### src/rtl/csr_access_unit.sv
`default_nettype none
// ============================================================================
//  Module   : csr_access_unit
//  Brief    : Execute-stage Zicsr sequencer. Performs a read-modify-write on
//             the CSR register file over its one-cycle-request / busy
//             handshake and returns the old CSR value for rd writeback.
//             Optional build macro CSR_ACCESS_RO_CHECK_EN: blocks writes to
//             the read-only CSR address space (addr[11:10] == 2'b11).
//  Revision : 1.0 - initial release
// ============================================================================
module csr_access_unit #(
    parameter int XLEN   = 32,
    parameter int CSR_AW = 12
) (
    input  logic              clk_i,
    input  logic              rst_i,
    input  logic              start_i,
    input  logic [2:0]        funct3_i,
    input  logic [CSR_AW-1:0] csr_addr_i,
    input  logic [XLEN-1:0]   rs1_data_i,
    input  logic [4:0]        rs1_idx_i,
    input  logic [4:0]        rd_idx_i,
    output logic              busy_o,
    output logic              done_o,
    output logic              illegal_o,
    output logic              rd_we_o,
    output logic [XLEN-1:0]   rd_data_o,
    output logic              csr_en_o,
    output logic              csr_we_o,
    output logic [CSR_AW-1:0] csr_addr_o,
    output logic [XLEN-1:0]   csr_data_o,
    input  logic [XLEN-1:0]   csr_data_i,
    input  logic              csr_busy_i,
    input  logic              csr_exists_i
);

    typedef enum logic [2:0] {
        S_IDLE    = 3'd0,
        S_RD_REQ  = 3'd1,
        S_RD_WAIT = 3'd2,
        S_WR_REQ  = 3'd3,
        S_WR_WAIT = 3'd4,
        S_DONE    = 3'd5,
        S_ILL     = 3'd6
    } state_t;

    localparam logic [1:0] c_OP_W = 2'b01;
    localparam logic [1:0] c_OP_S = 2'b10;

    state_t             r_state;
    state_t             w_next_state;

    logic [2:0]         r_funct3;
    logic [CSR_AW-1:0]  r_addr;
    logic [XLEN-1:0]    r_rs1_data;
    logic [4:0]         r_rs1_idx;
    logic [4:0]         r_rd_idx;
    logic [XLEN-1:0]    r_old;
    logic               r_read_done;
    logic               r_seen_busy;

    logic [XLEN-1:0]    w_src;
    logic [XLEN-1:0]    w_new;
    logic               w_wr_needed;
    logic               w_ro_block;
    logic               w_wait_over;

    // CSRRW/CSRRWI with rd=x0 must not read (no read side effects)
    function automatic logic f_rd_needed(input logic [2:0] f3, input logic [4:0] rd);
        return !((f3[1:0] == c_OP_W) && (rd == 5'd0));
    endfunction

    // Set/clear forms with a zero source (rs1=x0 or uimm=0) must not write
    function automatic logic f_wr_needed(input logic [2:0] f3, input logic [4:0] rs1);
        return !((f3[1:0] != c_OP_W) && (rs1 == 5'd0));
    endfunction

    assign csr_addr_o  = r_addr;
    assign w_wr_needed = f_wr_needed(r_funct3, r_rs1_idx);
    assign w_src       = r_funct3[2] ? {{(XLEN-5){1'b0}}, r_rs1_idx} : r_rs1_data;
    assign w_wait_over = r_seen_busy && !csr_busy_i;

`ifdef CSR_ACCESS_RO_CHECK_EN
    assign w_ro_block = (r_addr[CSR_AW-1 -: 2] == 2'b11);
`else
    assign w_ro_block = 1'b0;
`endif

    // New CSR value from the old value and the source operand
    always_comb begin
        w_new = w_src;
        case (r_funct3[1:0])
            c_OP_W:  w_new = w_src;
            c_OP_S:  w_new = r_old | w_src;
            default: w_new = r_old & ~w_src;
        endcase
    end

    // State register
    always_ff @(posedge clk_i or posedge rst_i) begin
        if (rst_i) begin
            r_state <= S_IDLE;
        end else begin
            r_state <= w_next_state;
        end
    end

    // Operand latch, busy tracking and old-value capture
    always_ff @(posedge clk_i or posedge rst_i) begin
        if (rst_i) begin
            r_funct3    <= '0;
            r_addr      <= '0;
            r_rs1_data  <= '0;
            r_rs1_idx   <= '0;
            r_rd_idx    <= '0;
            r_old       <= '0;
            r_read_done <= 1'b0;
            r_seen_busy <= 1'b0;
        end else begin
            case (r_state)
                S_IDLE: begin
                    if (start_i) begin
                        r_funct3    <= funct3_i;
                        r_addr      <= csr_addr_i;
                        r_rs1_data  <= rs1_data_i;
                        r_rs1_idx   <= rs1_idx_i;
                        r_rd_idx    <= rd_idx_i;
                        r_old       <= '0;
                        r_read_done <= 1'b0;
                        r_seen_busy <= 1'b0;
                    end
                end
                S_RD_WAIT, S_WR_WAIT: begin
                    if (csr_busy_i) begin
                        r_seen_busy <= 1'b1;
                    end else if (r_seen_busy) begin
                        r_seen_busy <= 1'b0;
                        if (r_state == S_RD_WAIT) begin
                            r_old       <= csr_data_i;
                            r_read_done <= 1'b1;
                        end
                    end
                end
                default: ;
            endcase
        end
    end

    // Next-state and output decode
    always_comb begin
        w_next_state = r_state;
        busy_o       = (r_state != S_IDLE);
        done_o       = 1'b0;
        illegal_o    = 1'b0;
        rd_we_o      = 1'b0;
        rd_data_o    = '0;
        csr_en_o     = 1'b0;
        csr_we_o     = 1'b0;
        csr_data_o   = '0;
        case (r_state)
            S_IDLE: begin
                if (start_i) begin
                    if (funct3_i[1:0] == 2'b00) begin
                        w_next_state = S_ILL;
                    end else if (f_rd_needed(funct3_i, rd_idx_i)) begin
                        w_next_state = S_RD_REQ;
                    end else begin
                        w_next_state = S_WR_REQ;
                    end
                end
            end
            S_RD_REQ: begin
                if (csr_exists_i) begin
                    csr_en_o     = 1'b1;
                    w_next_state = S_RD_WAIT;
                end else begin
                    w_next_state = S_ILL;
                end
            end
            S_RD_WAIT: begin
                if (w_wait_over) begin
                    w_next_state = w_wr_needed ? S_WR_REQ : S_DONE;
                end
            end
            S_WR_REQ: begin
                if (csr_exists_i && !w_ro_block) begin
                    csr_en_o     = 1'b1;
                    csr_we_o     = 1'b1;
                    csr_data_o   = w_new;
                    w_next_state = S_WR_WAIT;
                end else begin
                    w_next_state = S_ILL;
                end
            end
            S_WR_WAIT: begin
                if (w_wait_over) begin
                    w_next_state = S_DONE;
                end
            end
            S_DONE: begin
                done_o       = 1'b1;
                rd_data_o    = r_old;
                rd_we_o      = r_read_done && (r_rd_idx != 5'd0);
                w_next_state = S_IDLE;
            end
            S_ILL: begin
                illegal_o    = 1'b1;
                w_next_state = S_IDLE;
            end
            default: begin
                w_next_state = S_IDLE;
            end
        endcase
    end

endmodule
`default_nettype wire
### config.mk
export PLATFORM = sky130hd
export DESIGN_NAME = csr_access_unit
export DESIGN_NICKNAME = d
export VERILOG_FILES = /design/src/rtl/csr_access_unit.sv
export SDC_FILE = /design/constraint.sdc
export NUM_CORES = 1
export LEC_CHECK = 0
export CORE_UTILIZATION = 48
export CTS_CLUSTER_SIZE = 30
export DETAILED_ROUTE_END_ITERATION = 8
export PLACE_DENSITY_LB_ADDON = 0.1
export SYNTH_ARGS = -nofsm -noshare
export SYNTH_HDL_FRONTEND = slang
export SYNTH_SLANG_ARGS = --single-unit
### constraint.sdc
create_clock -name clk_i -period 4.9 [get_ports clk_i]
set_input_delay 0.735 -clock clk_i [delete_from_list [all_inputs] [get_ports clk_i]]
set_output_delay 0.735 -clock clk_i [all_outputs]
set_load 0.01 [all_outputs]
==> summary.md, run 1 <==
| Metric | Value |
|---|---|
| Status | complete, no violations |
| Initial DRC count | 117 |
| Detail Placement HPWL | 8590 µm |
| Drt pass-1 iters | 4 |
| Sequential element share of the synthesized area | 0.502 |
| Post-synthesis xor/xnor area fraction | 0 |
| CP Class | flop to primary output |
| CORE AREA | 0.00933 mm² |
| Placer Congestion | 0.818 |
| Crit path time final | 3790 ps |
| Layout cells sized above 1 | 0.137 |
| CP Max Fanout | 32 |
| Number of H-tree levels | 3 |
| Critical path data required time | 4160 ps |
| Longest Clk Path Bufs | 2 |
| Die Wd | 101 µm |
| Setup TNS | 0 ps |
| Peak supply drop | 0.373 mV |
| Placed inst area | 0.00647 mm² |
| Synth top area cells | dfrtp_1, mux2_2, a22o_1, a32oi_1, and2_1 |
| Ant. Diodes | 0 |
| Clock transition at the registers of the reported paths | 100 ps |
| CTS buffer count | 9 |
| Post-synth top flop | dfrtp_1 |
| Distinct cells, synth | 42 |
| I/O Pins | 176 |
| Fin. max-slew vios | 0 |
| Die area | 0.0102 mm² |
| Worst skew pair latency | 360 ps |
| Routed WL per cell | 18.0 µm |
| Fmax | 264 MHz |
| RSZ-0062 raised after global routing | no |
| Async SR Flop Fraction | 1.00 |
| #FFs+latches synth | 94 |
| Post-synth EDFFs | 0 |
| Crit start category | flop |
| HP Class | flop to flop |
| ANT nets after route | 0 |
| Relative slew slack | 0.335 |
| Grt ovf | 0 |
| Finish-stage setup viols | 0 |
| First-pass GRT wire length | 20300 µm |
| Yosys top cell area share | 0.502 |
| Final WL | 12700 µm |
| Hold-fix buffers, CTS | 0 |
| DRC Markers | 0 |
| Area Growth Syn to Fin | 42.3% |
| Design Area, Final | 0.00667 mm² |
| Cell area after synthesis | 0.00469 mm² |
| Final Cycle Share | 0.773 |
| Pwr Density | 499 mW/mm² |
| GRT Overall Usage | 0.261 |
| Final Hold Violating Endpoints | 0 |
| Number of global-route vias before repair | 3945 |
| CP Data Arrival Time | 3050 ps |
| Cell taking the most area after synthesis | dfrtp_1 |
| Max Cap Viol | 0 |
| Nets@finish | 668 |
| PortBufs | 175 |
| Number of antenna violations at the first check in global routing | 0 |
| # resized after CTS | 0 |
| Leakage power | 2.73 nW |
| Syn_nets | 508 |
| Hold WS | 499 ps |
| Mux contribution to synthesized area | 0.147 |
| Combinational family with the most area after synthesis | simple AND/OR/NAND/NOR gates |
| Syn avg cell area | 11.4 µm² |
| CTS root buf | clkbuf_8 |
| CTS tree | built |
| Die Span Y | 101 µm |
| Vias | 3866 |
| Starting Density | 0.502 |
| Total of warnings raised by yosys | 0 |
| Final Total Pwr | 3.33 mW |
| Actual slew at the worst max-slew pin | 998 ps |
| Mapped Cells | 412 |
| Post-CTS Setup Bufs | 0 |
| CTS Sinks | 94 |
| Post-Synth Adder-Cell Area | 0.00534 |
| Synth Area in Simple Gates | 0.149 |
| Util after Layout | 0.715 |
| DR vias/cell | 5.48 |
| Synth Area in Compound Gates | 0.148 |
| Largest net degree at the start of global routing | 69 |
| # rows | 35 |
| CP endpoint kind | primary output |
| Clock Skews | 12.7 ps |
## area by class of cell
cell class	instances	area [µm²]
fillers	746	2660
inverters	11	43.8
well taps	129	161
flip-flops and latches	94	2350
clock buffers	12	165
repair buffers	182	1800
clock inverters	4	30.0
multi-input cells	274	2110
## final timing paths
kind / start / end / slack [ps] / cells after the start
worst max-delay path: r_funct3[0]$_DFFE_PP0P_ / csr_data_o[4] / 1110 / 6
worst min-delay path: csr_addr_o[3]$_DFFE_PP0P_ / csr_addr_o[3]$_DFFE_PP0P_ / 500 / 1
worst max register to register: r_state[1]$_DFFE_PP0P_ / r_rs1_data[8]$_DFFE_PP0P_ / 2490 / 3
worst min register to register: csr_addr_o[3]$_DFFE_PP0P_ / csr_addr_o[3]$_DFFE_PP0P_ / 500 / 1
max in group asynchronous: rst_i / r_rs1_idx[0]$_DFFE_PP0P_ / 3100 / 3
min in group asynchronous: rst_i / r_rs1_data[8]$_DFFE_PP0P_ / 900 / 2
## cell families (layout without fill, tap and decap cells)
| logic type | after synthesis | count (layout) |
|---|---|---|
| AOI/OAI and AO/OA | 83 | 83 |
| adders and majority gates | 2 | 2 |
| buffers and inverters | 44 | 209 |
| DFF | 94 | 94 |
| muxes | 62 | 62 |
| and+or+nand+nor | 127 | 127 |
## layer usage
layer	vias up	part of all wire	global-route usage
met5	-	0	0
met3	8	0.065	0.0465
met2	133	0.49	0.445
met4	0	0.0089	0.0713
met1	1920	0.44	0.343
li1	1805	-	-
## sequential cells by signal, indices dropped and copies added (netlist names)
signal / count
r_rs1_idx: 5
r_old: 32
r_seen_busy: 1
r_state: 3
r_rs1_data: 32
r_rd_idx: 5
r_funct3: 3
csr_addr_o: 12
r_read_done: 1
## through the flow
stage | setup slack [ps] | cells
global route | 817 | 706
CTS | 1100 | 706
global placement | 1310 | 690
detailed placement | 1270 | 690
floorplan | 1720 | 412
finish | 1110 | 706
## critical path, stage by stage (launching register included)
cell and delay [ps]:
dfrtp_1 360, inv_1 60, ha_1 480, or2_2 680, a21oi_1 80, a2111oi_0 430
clkdlybuf4s50_1 610
## report_power, final
| part | leakage, nW | total [mW] | switching (mW) | internal [mW] |
|---|---|---|---|---|
| combinational | 1.45 | 1.42 | 0.682 | 0.734 |
| sequential | 1.18 | 1.40 | 0.294 | 1.11 |
| clock | 0.0986 | 0.506 | 0.278 | 0.228 |
| total | 2.73 | 3.33 | 1.25 | 2.07 |
## cell usage in the layout (no fill, tap or decap), types with 2 or more instances in the layout
master	count
inv_1	10
a2111oi_0	5
mux2_1	6
a22o_1	33
clkbuf_8	12
mux2i_1	7
dfrtp_1	94
nor3_1	3
nand2_1	7
a32oi_1	28
mux2_2	49
and2_1	32
nand2b_1	29
ha_1	2
a21oi_1	5
buf_4	7
clkinv_4	2
o31ai_1	2
clkdlybuf4s50_1	175
nor2_1	40
nor2b_1	3
nand3_1	2
o21ai_0	3
## synth_stat cells, drive strengths merged (2+ instances only)
| master | count |
|---|---|
| dfrtp | 94 |
| mux2 | 55 |
| nor2 | 42 |
| a22o | 33 |
| and2 | 32 |
| nand2b | 29 |
| a32oi | 28 |
| buf | 19 |
| clkbuf | 14 |
| inv | 11 |
| mux2i | 7 |
| nand2 | 7 |
| a2111oi | 5 |
| a21oi | 5 |
| nor3 | 4 |
| nor2b | 3 |
| o21ai | 3 |
| ha | 2 |
| nand3 | 2 |
| o31ai | 2 |
| or3 | 2 |
No activity file was read; power rests on OpenSTA's default activity.
==> run 2, diff against run 1 <==
- CORE_UTILIZATION: 48 -> 45
- clock period: 4.9 -> 3.95 ns (I/O delays scaled with it)
==> summary.md, run 2 (synthesis gave the netlist of run 1 again) <==
| Metric | Value |
|---|---|
| Status | complete, no violations |
| Clock Skews | 5.95 ps |
| Detail Placement HPWL | 8650 µm |
| Hold-fix buffers, CTS | 0 |
| CP Data Arrival Time | 3120 ps |
| Die Wd | 104 µm |
| Fin. max-slew vios | 0 |
| Ant. Diodes | 0 |
| Worst skew pair latency | 360 ps |
| Setup TNS | 0 ps |
| Grt ovf | 0 |
| Largest net degree at the start of global routing | 60 |
| # rows | 36 |
| RSZ-0062 raised after global routing | no |
| CTS root buf | clkbuf_8 |
| Routed WL per cell | 17.3 µm |
| Layout cells sized above 1 | 0.140 |
| Slowest CP cell | clkdlybuf4s50_1 |
| Clock transition at the registers of the reported paths | 90 ps |
| Commonest non-fill, non-tap cell in the layout | clkdlybuf4s50_1 |
| DR vias/cell | 5.47 |
| CP max stage delay | 620 ps |
| # resized after CTS | 0 |
| Crit path launch | r_funct3[0]$_DFFE_PP0P_ |
| CTS buffer count | 9 |
| Relative slew slack | 0.375 |
| CP Max Fanout | 23 |
| Worst path cell trace | inv_1 > ha_1 > or2_2 > buf_4 > a21oi_1 > a2111oi_0 > clkdlybuf4s50_1 |
| Pwr Density | 609 mW/mm² |
| Crit path time final | 3710 ps |
| Number of global-route vias before repair | 4055 |
| Post-CTS Setup Bufs | 0 |
| Vias | 3898 |
| Placer Congestion | 0.880 |
| Number of antenna violations at the first check in global routing | 0 |
| GRT Overall Usage | 0.239 |
| HP Class | flop to flop |
| Nets@finish | 670 |
| Final Cycle Share | 0.940 |
| I/O Pins | 176 |
| CP endpoint kind | primary output |
| Most frequent cells in the layout | clkdlybuf4s50_1, dfrtp_1, mux2_2 |
| CTS tree | built |
| Drt pass-1 iters | 4 |
| CP Class | flop to primary output |
| First-pass GRT wire length | 20500 µm |
| Max Cap Viol | 0 |
| Number of H-tree levels | 3 |
| HP Start | r_read_done$_DFFE_PP0P_ |
| Peak supply drop | 0.643 mV |
| Worst r2r src | r_state[1]$_DFFE_PP0P_ |
| CTS Sinks | 94 |
| Initial DRC count | 107 |
| Die Span Y | 104 µm |
| CORE AREA | 0.00995 mm² |
| Critical path data required time | 3360 ps |
| ANT nets after route | 0 |
| Layout fillers | 819 |
| Finish-stage setup viols | 0 |
| Util after Layout | 0.670 |
| Final WL | 12300 µm |
| Actual slew at the worst max-slew pin | 937 ps |
| Starting Density | 0.471 |
| Fmax | 269 MHz |
| DRC Markers | 0 |
| PortBufs | 175 |
| Final Hold Violating Endpoints | 0 |
| Crit start category | flop |
| Die area | 0.0108 mm² |
| Final Total Pwr | 4.06 mW |
| Leakage power | 2.74 nW |
| Longest Clk Path Bufs | 2 |
| Area Growth Syn to Fin | 42.3% |
## run 2: cell types whose count changed in the layout (fill, tap and decap cells not counted)
cell | previous run | this run
clkinv_2 | 1 | 4
buf_4 | 7 | 9
clkbuf_8 | 12 | 10
clkinvlp_4 | 1 | 0
## run 2: final timing paths
check,slack [ps],end,cells past startpoint
worst max-delay path,240,csr_data_o[2],7
worst min-delay path,500,r_read_done$_DFFE_PP0P_,1
worst max register to register,1590,r_rs1_data[10]$_DFFE_PP0P_,3
worst min register to register,500,r_read_done$_DFFE_PP0P_,1
max in group asynchronous,2480,r_state[0]$_DFFE_PP0P_,3
min in group asynchronous,700,r_old[12]$_DFFE_PP0P_,2
## run 2: worst max-delay path: cells and delay by family (launching register included)
family          cells  cell delay (ps)
compound gates      2              520
fa+ha+maj           1              430
simple gates        1              480
flops               1              360
buf+inv             3              960
## run 2: per-layer routing
layer	track usage	part of all wire	vias up
met1	0.307	0.43	1933
met3	0.0451	0.056	25
li1	-	-	1805
met4	0.103	0.028	0
met2	0.395	0.49	135
met5	0	0	-
## run 2: through the flow
| step | area (µm²) | worst slack, ps | std cells | hold slack, ps |
|---|---|---|---|---|
| CTS | 6670 | 245 | 712 | 497 |
| detailed placement | 6490 | 638 | 696 | 468 |
| global route | 6670 | 39.1 | 712 | 521 |
| global placement | 6490 | 772 | 696 | 464 |
| floorplan | 4690 | 909 | 412 | 450 |
| finish | 6670 | 239 | 712 | 499 |
## run 2: cell type report
| cell class | instances | area, µm² | share of cell area |
|---|---|---|---|
| repair buffers | 184 | 1820 | 0.273 |
| well taps | 133 | 166 | 0.0249 |
| multi-input cells | 274 | 2110 | 0.317 |
| clock inverters | 6 | 37.5 | 0.00563 |
| flip-flops and latches | 94 | 2350 | 0.353 |
| clock buffers | 10 | 138 | 0.0206 |
| inverters | 11 | 43.8 | 0.00657 |
## run 2: power breakdown
part / internal, mW / leakage (nW) / switching [mW]
registers: 1.38 / 1.18 / 0.368
logic: 0.921 / 1.46 / 0.820
clock network: 0.244 / 0.0958 / 0.330
==> run 3, diff against run 2 <==
- PLACE_DENSITY: unset -> 0.85
- PLACE_DENSITY_LB_ADDON: 0.1 -> unset
==> summary.md, run 3 (synthesis gave the netlist of run 1 again) <==
| Metric | Value |
|---|---|
| Status | complete, no violations |
| CP Data Arrival Time | 3090 ps |
| CORE AREA | 0.00995 mm² |
| CTS tree | built |
| CP max stage delay | 630 ps |
| Area Growth Syn to Fin | 43.2% |
| Starting Density | 0.471 |
| CP Max Fanout | 32 |
| Ant. Diodes | 0 |
| Number of antenna violations at the first check in global routing | 0 |
| Clock Skews | 7.97 ps |
| Inst Count DP | 695 |
| Largest net degree at the start of global routing | 72 |
| Commonest non-fill, non-tap cell in the layout | clkdlybuf4s50_1 |
| Die Wd | 104 µm |
| Layout fillers | 775 |
| Final Cycle Share | 0.933 |
| Slowest CP cell | or2_2 |
| Post-CTS Setup Bufs | 0 |
| Pwr Density | 631 mW/mm² |
| CP Class | flop to primary output |
| Initial DRC count | 213 |
| Finish-stage setup viols | 0 |
| Layout cells sized above 1 | 0.134 |
| DRC Markers | 0 |
| Die area | 0.0108 mm² |
| Final WL | 12900 µm |
| DR vias/cell | 5.45 |
| Nets@finish | 669 |
| Die Span Y | 104 µm |
| Vias | 3866 |
| Detail Placement HPWL | 8940 µm |
| Hold-fix buffers, CTS | 0 |
| CP endpoint kind | primary output |
| Final std cells w/o fill | 709 |
| Worst path cell trace | inv_1 > ha_1 > or2_2 > a21oi_1 > a2111oi_0 > clkdlybuf4s50_1 |
| Setup TNS | 0 ps |
| Drt pass-1 iters | 4 |
| Longest Clk Path Bufs | 2 |
| Number of H-tree levels | 3 |
| HP Class | flop to flop |
| RSZ-0062 raised after global routing | no |
| Placer Congestion | 0.825 |
| # rows | 36 |
| Final Hold Violating Endpoints | 0 |
| Crit path time final | 3690 ps |
| Largest delay share family, worst path | buffers and inverters |
| # resized after CTS | 0 |
| Routed WL per cell | 18.2 µm |
| Most frequent cells in the layout | clkdlybuf4s50_1, dfrtp_1, mux2_2 |
| CTS Sinks | 94 |
| PortBufs | 175 |
| ANT nets after route | 0 |
| CTS buffer count | 9 |
| GRT Overall Usage | 0.247 |
| Hold WS | 491 ps |
| I/O Pins | 176 |
| Critical path data required time | 3360 ps |
| Max Cap Viol | 0 |
| Grt ovf | 0 |
| Crit path buf inv count | 2 |
| Peak supply drop | 0.550 mV |
| Clock transition at the registers of the reported paths | 90 ps |
| Fin. max-slew vios | 0 |
| Worst skew pair latency | 370 ps |
| Crit start category | flop |
| Number of global-route vias before repair | 4019 |
| First-pass GRT wire length | 20800 µm |
| CTS root buf | clkbuf_8 |
| Relative slew slack | 0.363 |
| Fmax | 271 MHz |
| Actual slew at the worst max-slew pin | 956 ps |
| Leakage power | 2.74 nW |
## run 3: changes by cell type in the layout (fill, tap and decap cells not counted), sizes merged
cell	previous run	this run
clkinv	6	0
bufinv	0	3
buf	9	8
clkinvlp	0	1
## run 3: area by class of cell
| cell class | instances | area [µm²] | share of cell area |
|---|---|---|---|
| sequential | 94 | 2350 | 0.350 |
| inverter | 11 | 43.8 | 0.00652 |
| clock buffer | 10 | 128 | 0.0190 |
| timing repair buffer | 183 | 1810 | 0.270 |
| clock inverter | 4 | 97.6 | 0.0145 |
| tap | 133 | 166 | 0.0248 |
| multi-input combinational | 274 | 2110 | 0.315 |
## run 3: per-layer routing
metal	GRT usage	vias to the layer above	part of all wire	wire length, µm
met5	0	-	0	0
met4	0.0735	0	0.019	251
met3	0.0764	19	0.060	773
met2	0.426	144	0.50	6500
met1	0.297	1901	0.42	5390
li1	-	1802	-	-
## run 3: power breakdown
part	internal (mW)	leakage (nW)	total [mW]	switching (mW)
registers	1.38	1.18	1.74	0.358
logic	0.910	1.46	1.76	0.850
clock network	0.414	0.108	0.742	0.329
total	2.70	2.74	4.24	1.54
## run 3: worst paths after layout
check	end	slack [ps]	from	cells after the start
worst max-delay path	csr_data_o[2]	260	r_funct3[0]$_DFFE_PP0P_	6
worst min-delay path	r_read_done$_DFFE_PP0P_	490	r_read_done$_DFFE_PP0P_	1
worst max register to register	r_rs1_data[22]$_DFFE_PP0P_	1580	r_state[1]$_DFFE_PP0P_	3
worst min register to register	r_read_done$_DFFE_PP0P_	490	r_read_done$_DFFE_PP0P_	1
max in group asynchronous	r_old[29]$_DFFE_PP0P_	2460	rst_i	3
min in group asynchronous	r_rs1_data[12]$_DFFE_PP0P_	750	rst_i	2
## run 3: metrics by stage
| step | utilization | setup slack [ps] | power (mW) | cell area, µm² |
|---|---|---|---|---|
| final | 0.674 | 264 | 4.24 | 6710 |
| after global routing | 0.674 | 78.8 | 4.51 | 6710 |
| after CTS | 0.674 | 305 | 4.26 | 6710 |
| after detailed placement | 0.652 | 607 | 3.50 | 6490 |
| after global placement | 0.652 | 733 | 3.42 | 6490 |
| after floorplan | - | 909 | 2.93 | 4690 |
## run 3: worst reg2reg max path: stages (launching register included)
cell and delay [ps]:
dfrtp_1 570, or3_4 500, nor2_8 720, mux2_2 460
